<file path="src/rtl/timer_pkg.sv">
// timer_pkg: shared encodings for the interval timer controller.
//   state_t       : controller FSM states (2-bit: IDLE, LOAD, RUN)
//   MODE_ONESHOT  : stop after the first terminal count
//   MODE_PERIODIC : keep running, reload on every terminal count
package timer_pkg;

    typedef enum logic [1:0] {
        ST_IDLE = 2'd0,
        ST_LOAD = 2'd1,
        ST_RUN  = 2'd2
    } state_t;

    localparam logic MODE_ONESHOT  = 1'b0;
    localparam logic MODE_PERIODIC = 1'b1;

endpackage

</file>
<file path="src/rtl/timer_stage.sv">
// timer_stage: one stage of the cascaded counter.
//   clk  : system clock, rising edge
//   rst  : asynchronous active-low reset
//   clr  : synchronous clear, wins over ce
//   ce   : count enable
//   term : terminal value; the stage wraps to 0 after reaching it
//   q    : current count
//   ov   : terminal pulse (ce while q==term), drives the next stage's ce
module timer_stage #(
    parameter int N = 4
) (
    input  logic         clk,
    input  logic         rst,
    input  logic         clr,
    input  logic         ce,
    input  logic [N-1:0] term,
    output logic [N-1:0] q,
    output logic         ov
);

    localparam logic [N-1:0] ONE = {{(N-1){1'b0}}, 1'b1};

    // Equality against the terminal value is the only wrap source; since
    // term fits in N bits, q never runs past it.
    assign ov = ce && (q == term);

    always_ff @(posedge clk or negedge rst) begin
        if (!rst) begin
            q <= '0;
        end else if (clr) begin
            q <= '0;
        end else if (ov) begin
            q <= '0;
        end else if (ce) begin
            q <= q + ONE;
        end
    end

endmodule

</file>
<file path="src/rtl/interval_timer_ctrl.sv">
// interval_timer_ctrl: sequences a prescaler stage feeding a main period
// stage, turning start/stop command pulses into counter enables.
//   clk, rst   : clock (rising edge) and asynchronous active-low reset
//   start      : one-cycle command, arm and run (honoured only in IDLE)
//   stop       : one-cycle command, abort (honoured in LOAD and RUN)
//   mode       : 0 one-shot, 1 periodic; latched in LOAD
//   prescale   : prescaler terminal value; latched in LOAD
//   period     : main terminal value; latched in LOAD
//   irq_clr    : clears the sticky interrupt
//   busy       : high in LOAD and RUN
//   tick       : prescaler terminal pulse (main counter enable)
//   count      : main counter value
//   done       : one-cycle terminal-count pulse
//   irq        : sticky interrupt, set by done
//   dbg_state  : current FSM state
//   dbg_pre    : current prescaler value
// Command semantics: start and stop are sampled on every rising edge with
// no back-pressure; a command is accepted only in a state that reacts to
// it and is otherwise dropped. stop always wins over start and over a
// coincident terminal tick.
module interval_timer_ctrl
    import timer_pkg::*;
#(
    parameter int PW = 4,
    parameter int CW = 10
) (
    input  logic          clk,
    input  logic          rst,
    input  logic          start,
    input  logic          stop,
    input  logic          mode,
    input  logic [PW-1:0] prescale,
    input  logic [CW-1:0] period,
    input  logic          irq_clr,
    output logic          busy,
    output logic          tick,
    output logic [CW-1:0] count,
    output logic          done,
    output logic          irq,
    output logic [1:0]    dbg_state,
    output logic [PW-1:0] dbg_pre
);

    state_t        state, state_nxt;
    logic          mode_q;
    logic [PW-1:0] prescale_q;
    logic [CW-1:0] period_q;
    logic          run;
    logic          cnt_clr;
    logic          main_ov;

    assign run     = (state == ST_RUN);
    // Counters sit at 0 outside RUN, and a stop in RUN clears them on the
    // same edge that returns the FSM to IDLE.
    assign cnt_clr = !run || stop;

    timer_stage #(.N(PW)) u_pre (
        .clk  (clk),
        .rst  (rst),
        .clr  (cnt_clr),
        .ce   (run),
        .term (prescale_q),
        .q    (dbg_pre),
        .ov   (tick)
    );

    timer_stage #(.N(CW)) u_main (
        .clk  (clk),
        .rst  (rst),
        .clr  (cnt_clr),
        .ce   (tick),
        .term (period_q),
        .q    (count),
        .ov   (main_ov)
    );

    // A stop arriving on the terminal tick suppresses done (and thus irq).
    assign done      = main_ov && !stop;
    assign busy      = (state == ST_LOAD) || (state == ST_RUN);
    assign dbg_state = state;

    always_ff @(posedge clk or negedge rst) begin
        if (!rst) begin
            state <= ST_IDLE;
        end else begin
            state <= state_nxt;
        end
    end

    always_comb begin
        state_nxt = state;
        case (state)
            ST_IDLE: if (start && !stop) state_nxt = ST_LOAD;
            ST_LOAD: state_nxt = stop ? ST_IDLE : ST_RUN;
            ST_RUN: begin
                if (stop) begin
                    state_nxt = ST_IDLE;
                end else if (done && (mode_q == MODE_ONESHOT)) begin
                    state_nxt = ST_IDLE;
                end
            end
            default: state_nxt = ST_IDLE;
        endcase
    end

    // Configuration is captured once per run; inputs are ignored in RUN.
    always_ff @(posedge clk or negedge rst) begin
        if (!rst) begin
            mode_q     <= MODE_ONESHOT;
            prescale_q <= '0;
            period_q   <= '0;
        end else if (state == ST_LOAD) begin
            mode_q     <= mode;
            prescale_q <= prescale;
            period_q   <= period;
        end
    end

    // Set has priority over clear so a terminal count is never lost.
    always_ff @(posedge clk or negedge rst) begin
        if (!rst) begin
            irq <= 1'b0;
        end else if (done) begin
            irq <= 1'b1;
        end else if (irq_clr) begin
            irq <= 1'b0;
        end
    end

endmodule

</file>
<file path="config.mk">
export PLATFORM = sky130hd
export DESIGN_NAME = interval_timer_ctrl
export DESIGN_NICKNAME = d
export VERILOG_FILES = /design/src/rtl/timer_pkg.sv /design/src/rtl/timer_stage.sv /design/src/rtl/interval_timer_ctrl.sv
export SDC_FILE = /design/constraint.sdc
export NUM_CORES = 1
export LEC_CHECK = 0
export BUFFER_PORTS_ARGS = -buffer_cell sky130_fd_sc_hd__clkbuf_2
export CORE_MARGIN = 2
export CORE_UTILIZATION = 53
export CTS_BUF_LIST = sky130_fd_sc_hd__clkbuf_4 sky130_fd_sc_hd__clkbuf_8 sky130_fd_sc_hd__clkbuf_16
export DETAILED_ROUTE_END_ITERATION = 8
export PLACE_DENSITY_LB_ADDON = 0.3
export SLEW_MARGIN = 15
export SYNTH_ARGS = -nofsm -noshare
export SYNTH_HDL_FRONTEND = slang
export SYNTH_SLANG_ARGS = --single-unit
</file>
<file path="constraint.sdc">
create_clock -name clk -period 3.4 [get_ports clk]
set_clock_uncertainty 0.1 [all_clocks]
set_input_delay 0.17 -clock clk [delete_from_list [all_inputs] [get_ports clk]]
set_output_delay 0.17 -clock clk [all_outputs]
set_load 0.005 [all_outputs]
</file>
## Word-level counts from Yosys, hierarchy flattened

Index checks and enable logic that the tools add are counted.

| storage, ports and cells | value |
|---|---|
| register bits | 32 |
| latch bits | 0 |
| bits in writable memories | 0 |
| memory bits (read-only) | 0 |
| input bits | 20 |
| output and inout port bits | 20 |
| logic and storage cells | 43 |
| memories kept | 0 |

| operators by class | value |
|---|---|
| $add $sub $neg | 2 |
| multiply operators | 0 |
| divide/modulo/power cells | 0 |
| magnitude comparators | 0 |
| equality and inequality tests | 6 |
| shift-type cells | 0 |
| muxes and demuxes | 13 |
| bitwise logic cells | 1 |
| reductions and logical operators | 14 |

Operator list:

| cell | number |
|---|---|
| two-way mux 10 bit | 3 |
| two-way mux 4 bit | 3 |
| adder 10 x 1 -> 10 bit, second input constant | 1 |
| equality test 10 bit | 1 |
| two-way mux 2 bit | 4 |
| one-hot mux 2 bit (3 select lines) | 1 |
| nonzero test 3 bit | 2 |
| logical AND 1 bit | 5 |
| adder 4 x 1 -> 4 bit, second input constant | 1 |
| equality test 4 bit | 1 |
| != test 3 x 2 -> 1 bit, second input constant | 1 |
| equality test 2 x 1 -> 1 bit, second input constant | 1 |
| equality test 2 bit, second input constant | 1 |
| zero test 1 bit | 2 |
| zero test 2 bit | 1 |
| logical OR 1 bit | 2 |
| two-way mux 1 bit | 2 |
| != test 2 bit, second input constant | 1 |
| AND reduction 2 bit | 1 |
| nonzero test 2 bit | 1 |
| inverter 1 bit | 1 |

## Logic depth before layout (Yosys ltp)

Gate-level depths: netlist (run 1).

| logic depth | value |
|---|---|
| depth in word-level cells | 8 |
| gate-level depth with buffers | 8 |
| depth with buffers taken out | 7 |

## Modules after synthesis

Synthesis (run 1) repeated with hierarchy kept, for this count alone.

| unflattened totals | value |
|---|---|
| cells, all modules | 141 |
| area total of the unflattened synthesis | 1,687.9 um^2 |

By module, submodules not included:

| module | instances | cells each | area an instance (um^2) | seq. area each (um^2) |
|---|---|---|---|---|
| interval_timer_ctrl | 1 | 51 | 788.3 | 450.4 |
| timer_stage (u_main) | 1 | 58 | 624.3 | 250.2 |
| timer_stage (u_pre) | 1 | 32 | 275.3 | 100.1 |

## Least setup slack after synthesis (run 1)

Ideal clock, no wire load.

| timing | value |
|---|---|
| path kind | register to register |
| start | reg state[1] (netlist: dbg_state[1]) |
| end | reg mode_q |
| library setup time | 0.127 ns |
| arrival time | 1.577 ns |
| data required time | 3.173 ns |
| path slack | 1.596 ns |
| stages on the path, launching flop included | 6 |
| buffers on the path | 2 |
| clock period less this slack | 1.804 ns |
| cell sequence | dfrtp_1 -> inv_1 -> ha_1 -> clkbuf_1 -> clkbuf_1 -> mux2_1 |

| on the way | value |
|---|---|
| word-level cells in the longest chain between the ends | 1 |

Ends and longest elaborated chain:

| what | RTL line | text |
|---|---|---|
| start, declared | interval_timer_ctrl.sv:44 | `state_t state, state_nxt;` |
| start signal, assigned | interval_timer_ctrl.sv:86 | `state <= state_nxt;` |
| equality test 2 x 1 -> 1 bit | interval_timer_ctrl.sv:112 | `end else if (state == ST_LOAD) begin` |
| end signal, assigned | interval_timer_ctrl.sv:113 | `mode_q <= mode;` |
| end, declared | interval_timer_ctrl.sv:45 | `logic mode_q;` |

Every way passes these cells.
A chain may end at the register's enable or synchronous reset.

## Worst setup path after layout (run 1)

| timing | value |
|---|---|
| start | reg u_pre.q[0] |
| end | out done |

| on the way | value |
|---|---|
| word-level cells in the longest chain between the ends | 4 |

Ends and longest elaborated chain:

| what | RTL line | text |
|---|---|---|
| start, declared | timer_stage.sv:17 | `output logic [N-1:0] q,` |
| start signal, assigned | timer_stage.sv:35 | `q <= q + ONE;` |
| equality test 4 bit | timer_stage.sv:25 | `assign ov = ce && (q == term);` |
| logical AND 1 bit (2 in a row) | timer_stage.sv:25 |  |
| logical AND 1 bit | interval_timer_ctrl.sv:78 | `assign done = main_ov && !stop;` |
| end, declared | interval_timer_ctrl.sv:38 | `output logic done,` |

Every way passes these cells.

==> results of run 1 <==
cells in the final DEF, fill, tap and decap left out, drive strengths merged:
master / netlist / final
mux2: 15 / 15
o21ai: 5 / 5
or4b: 2 / 2
nor3: 4 / 4
clkbuf: 4 / 47
nor4: 2 / 2
xor2: 11 / 11
inv: 8 / 8
dfrtp: 32 / 32
and4: 1 / 1
nand4b: 2 / 2
a31oi: 7 / 7
nand4: 4 / 4
dlygate4sd3: 0 / 17
o22ai: 1 / 1
nand2: 13 / 13
or2: 1 / 1
o311a: 1 / 1
o211ai: 2 / 2
ha: 5 / 5
a311oi: 1 / 1
nand2b: 4 / 4
a21oi: 1 / 1
o21a: 1 / 1
and2: 1 / 1
nor3b: 1 / 1
nor4b: 1 / 1
nor2: 10 / 10
a22oi: 1 / 1
and3: 2 / 2
buf: 4 / 1
nand3: 11 / 11
xnor2: 5 / 5
nand3b: 1 / 1
through the flow:
stage / power (uW) / util, % / cell area [um^2]
floorplan: 874 / - / 1750
global placement: 955 / 63.3 / 1960
detailed placement: 992 / 63.3 / 1960
CTS: 1250 / 70.9 / 2200
global route: 1320 / 70.9 / 2200
finish: 1240 / 70.9 / 2200
cell families (layout without fill, tap and decap cells):
kind of cell               after synthesis  count (layout)  share of synthesized area [%]
AOI/OAI and AO/OA                       20              20                           7.67
xor gates and xnor gates                16              16                           8.46
adders and majority gates                5               5                           3.58
buffers and inverters                   16              73                           4.01
DFF                                     32              32                           45.9
muxes                                   15              15                           9.68
and+or+nand+nor                         60              60                           20.7
final cells by class:
| class | instances | area, um^2 | share of cell area, % |
|---|---|---|---|
| Multi-Input combinational cell | 116 | 875 | 39.8 |
| Sequential cell | 32 | 801 | 36.4 |
| Timing Repair Buffer | 57 | 373 | 17.0 |
| Clock buffer | 8 | 66.3 | 3.01 |
| Tap cell | 44 | 55.1 | 2.50 |
| Inverter | 8 | 30.0 | 1.37 |
critical path, delay by kind of cell (launching register included):
kind	cells	cell delay [ns]
xor gates and xnor gates	1	0.21
buffers and inverters	1	0.14
and+or+nand+nor	3	1.31
DFF	1	0.44
what timing repair did:
action | CTS | global route
hold buffers | 17 | 0
setup endpoints to repair | 0 | 0
endpoints found under the hold margin | 48 | 0
gates resized for setup | 0 | 0
routing by layer:
metal,vias to the layer above,share of wire (%),global-route usage (%)
li1,693,-,-
met1,715,42,29.2
met2,56,50,41.5
met3,13,4.7,6.93
met4,0,3.3,10.9
met5,-,0,0
how the worst max path moves through the flow:
stage	cells past startpoint	endpoint	slack [ns]
3_5_place_dp	5	dbg_state[1]$_DFFE_PN0P_	1.0
2_1_floorplan	5	mode_q$_DFFE_PN0N_	1.60
6_report	5	done	0.71
3_3_place_gp	5	dbg_state[1]$_DFFE_PN0P_	1.15
5_1_grt	5	done	0.50
4_1_cts	5	done	0.71
state kept, by name, summed over array words and instances (netlist names):
name	count
dbg_state	2
irq	1
mode_q	1
period_q	10
prescale_q	4
u_main.q	10
u_pre.q	4
where the power goes:
group | internal, uW | switching [uW] | leakage (uW)
combinational | 208 | 222 | 0.000554
sequential | 485 | 85.8 | 0.000412
clock | 118 | 125 | 0.0000394
==> results.toml, run 1 <==
[logic_synthesis]
syn_area_mm2 = 0.00175
synth_edf_count = 0
ys_types = 40
yosysWarnings = 0
syn_inst = 164
ys_ff_latch = 32
synthArstFlopShare_pct = 100
synth.area.top_cells = "dfrtp_1 46%, mux2_1 9.7%, xor2_1 5.5%, ha_1 3.6%, nand3_1 3.2%"
seq_area_frac_synth_pct = 45.9
synth_top_area_share_pct = 45.9
synth_nets = 189
synth_common_cells = "32 x dfrtp_1, 15 x mux2_1, 13 x nand2_1, 11 x nand3_1, 11 x xor2_1"
synth_most_common_cell = "dfrtp_1"
synth_flop_cell = "dfrtp_1"
syn_avg_cell_area_um2 = 10.6
synth_top_cell_by_area = "dfrtp_1"

[routing]
drtAntennaViolNets = 0
vias = 1477
routedWlPerCell_um = 15.0
drt_wl_total_mm = 3.97
drt-initial-drc-count = 65
drc = 0
firstDrtPassIters = 4
vias_per_cell = 5.57

[finish]
insertedDiodeCount = 0
fillers = 257
drive_above_1_share_pct = 24.9
area_growth_pct = 26.0
nets = 245
instances_no_fill = 265

[clock_network]
root_buffer = "clkbuf_4"
h-tree-depth = 2
insertion_delay_ns = 0.33
cts_tree = "yes"
cts_max_path_buffers = 2
cts_sinks = 32
cts_setup_buffers = 0
path_clk_slew_ns = 0.10
cts_buffers = 5

[timing]
rsz0062_at_grt = "no"
fin_crit_ns = 2.69
worst_pin_slew_ns = 0.802
finalHoldViolations = 0
setup_slack_ns = 0.705
fmaxAchievable_ghz = 0.371
min_period_over_period_pct = 79.3
setup_viol = 0
whs_ns = 0.101
slew_viol_final = 0
relSlewSlack_pct = 46.5
tns_ns = 0

[placed_design]
pre_cts_ws_ns = 0.999
dp.final_hpwl_mm = 2.69
gp_congestion = 0.814
portBuffers = 39
placed_cells = 240

[global_route]
grt_antenna_before_repair = 0
track_usage_pct = 24.6
grt_overflow = 0
grt_pass1_vias = 1392
grt_pass1_wl_mm = 6.59
grt_start_max_net_pins = 33

[floorplanning]
io_pins = 40
dieArea_mm2 = 0.00377
die_w_um = 61.4
core-area_mm2 = 0.00310
die_h_um = 61.4
initial_core_util_pct = 56.3
num_rows = 20

[job]
max-cap-violations = 0

[hold_path]
min_to = "dbg_state[1]$_DFFE_PN0P_"
hold_start = "stop"
hold_depth = 3
hold_class = "input pin to register"

[critical_path]
arrival_ns = 2.42
r2r_start = "u_pre.q[0]$_DFFE_PN0P_"
rrSetupSlack_ns = 0.97
critPathMaxFanout = 22
cp_cell_sequence = "xnor2_1 -> nand4_2 -> nand4b_2 -> nor2_1 -> clkbuf_2"
worst_ep_required_time_ns = 3.13
crit_start = "u_pre.q[0]$_DFFE_PN0P_"
critical_path_class = "register to output pin"
crit_slowest_cell = "nand4b_2"
end_kind = "output pin"
startpoint_type = "register"
r2r_end = "dbg_state[0]$_DFFE_PN0P_"
max_stage_delay_ns = 0.69
reg2reg_depth = 4

[outcome]
status = "finished, final reports clean"

[power]
power_density_mw_per_mm2 = 565
leakage_uw = 0.00101
ir_drop_uv = 414
(Power assumes the default switching activity.)
==> inputs of run 2 (changes only) <==
Clock period 3.4 ns to 2.7 ns, I/O delays scaled along.
==> results.toml, run 2 (synthesis results as in run 1) <==
[clock_network]
cts_sinks = 32
cts_max_path_buffers = 2
insertion_delay_ns = 0.33
root_buffer = "clkbuf_4"
path_clk_slew_ns = 0.10
h-tree-depth = 2
cts_tree = "yes"
post_cts_resize_count = 0
cts_buffers = 5

[placed_design]
gp_congestion = 0.919
pre_cts_ws_ns = 0.766
dp.final_hpwl_mm = 2.69
placed_cells = 242
portBuffers = 39

[global_route]
grt_start_max_net_pins = 33
grt_pass1_wl_mm = 6.56
track_usage_pct = 24.1
grt_antenna_before_repair = 0
grt_pass1_vias = 1463
grt_overflow = 0

[power]
ir_drop_uv = 535
power_uw = 1540
leakage_uw = 0.00101
power_density_mw_per_mm2 = 698

[floorplanning]
dieArea_mm2 = 0.00377
io_pins = 40
die_h_um = 61.4
die_w_um = 61.4
num_rows = 20
initial_core_util_pct = 56.3
core-area_mm2 = 0.00310

[finish]
top_regs = "period_q: 10 flops, u_main.q: 10 flops"
insertedDiodeCount = 0
fillers = 258
instances_no_fill = 267
final_common_cell = "clkbuf_2"
drive_above_1_share_pct = 25.6
layout_common_cells = "39 x clkbuf_2, 32 x dfrtp_1, 17 x dlygate4sd3_1"
area_growth_pct = 26.6
nets = 247

[routing]
drc = 0
top_layer = "met4"
firstDrtPassIters = 4
routedWlPerCell_um = 14.6
vias = 1449
route.met2.wl_mm = 1.97
met3_length_um = 193
drt-initial-drc-count = 65
drtAntennaViolNets = 0
drt_wl_total_mm = 3.89
wl_met1_mm = 1.65
vias_per_cell = 5.43

[timing]
finalHoldViolations = 0
fmaxAchievable_ghz = 0.463
slew_viol_final = 0
whs_ns = 0.0557
worst_pin_slew_ns = 0.811
fin_crit_ns = 2.16
tns_ns = 0
setup_viol = 0
rsz0062_at_grt = "no"
setup_slack_ns = 0.539
min_period_over_period_pct = 80.1
relSlewSlack_pct = 45.9

[critical_path]
arrival_ns = 1.93
end_kind = "output pin"
critical_path_class = "register to output pin"
startpoint_type = "register"
worst_ep_required_time_ns = 2.47
critPathMaxFanout = 22

[job]
max-cap-violations = 0

[outcome]
status = "finished, final reports clean"

[hold_path]
hold_class = "input pin to register"
## run 2: cell count changes in the layout (fill, tap and decap cells not counted), sizes merged
cell,delta
clkbuf,-2
buf,+2
clkinv,+2
## run 2: where the power goes
group / switching, uW / leakage, uW / internal, uW
clock: 164 / 0.0000380 / 124
sequential: 107 / 0.000412 / 610
combinational: 270 / 0.000563 / 267
total: 541 / 0.00101 / 1000
## run 2: path summary, 6_finish.rpt
kind                                          startpoint                  endpoint  slack (ns)  cells past startpoint
worst min register to register   period_q[3]$_DFFE_PN0N_   period_q[3]$_DFFE_PN0N_        0.42                      1
worst max register to register  dbg_state[0]$_DFFE_PN0P_   u_main.q[9]$_DFFE_PN0P_        0.72                      8
min in group asynchronous                            rst   period_q[4]$_DFFE_PN0N_        0.32                      2
max in group asynchronous                            rst   u_main.q[7]$_DFFE_PN0P_        1.67                      2
worst min-delay path                                stop  dbg_state[1]$_DFFE_PN0P_        0.06                      3
worst max-delay path              u_pre.q[0]$_DFFE_PN0P_                      done        0.54                      6
## run 2: per-stage QoR
stage | utilization, % | instance area, um^2
finish | 71.2 | 2210
global route | 71.2 | 2210
CTS | 71.2 | 2210
detailed placement | 63.7 | 1980
global placement | 63.7 | 1980
floorplan | - | 1750
## run 2: routing by layer
metal  vias to the layer above  track usage (%)
met5                         -                0
met4                         0             8.81
met3                         7             6.09
met2                        45             41.5
met1                       704             29.4
li1                        693                -
## run 2: critical path, cell delays in order, from the launching register on
cell and delay, ns:
dfrtp_1 0.44, xnor2_1 0.18, nand4_2 0.23, nand4b_2 0.26
buf_4 0.22, nor2_1 0.12, clkbuf_2 0.13
## run 2: area by class of cell
class	instances	area (um^2)	area share [%]
Inverter	8	30.0	1.36
Clock buffer	6	51.3	2.32
Sequential cell	32	801	36.2
Clock inverter	2	10.0	0.453
Timing Repair Buffer	59	388	17.6
Multi-Input combinational cell	116	875	39.6
Tap cell	44	55.1	2.49
## run 2: repair_timing
item | CTS | global route
endpoints found under the setup margin | 0 | 0
setup buffers | 0 | 0
endpoints found under the hold margin | 48 | 0
hold buffers | 17 | 0
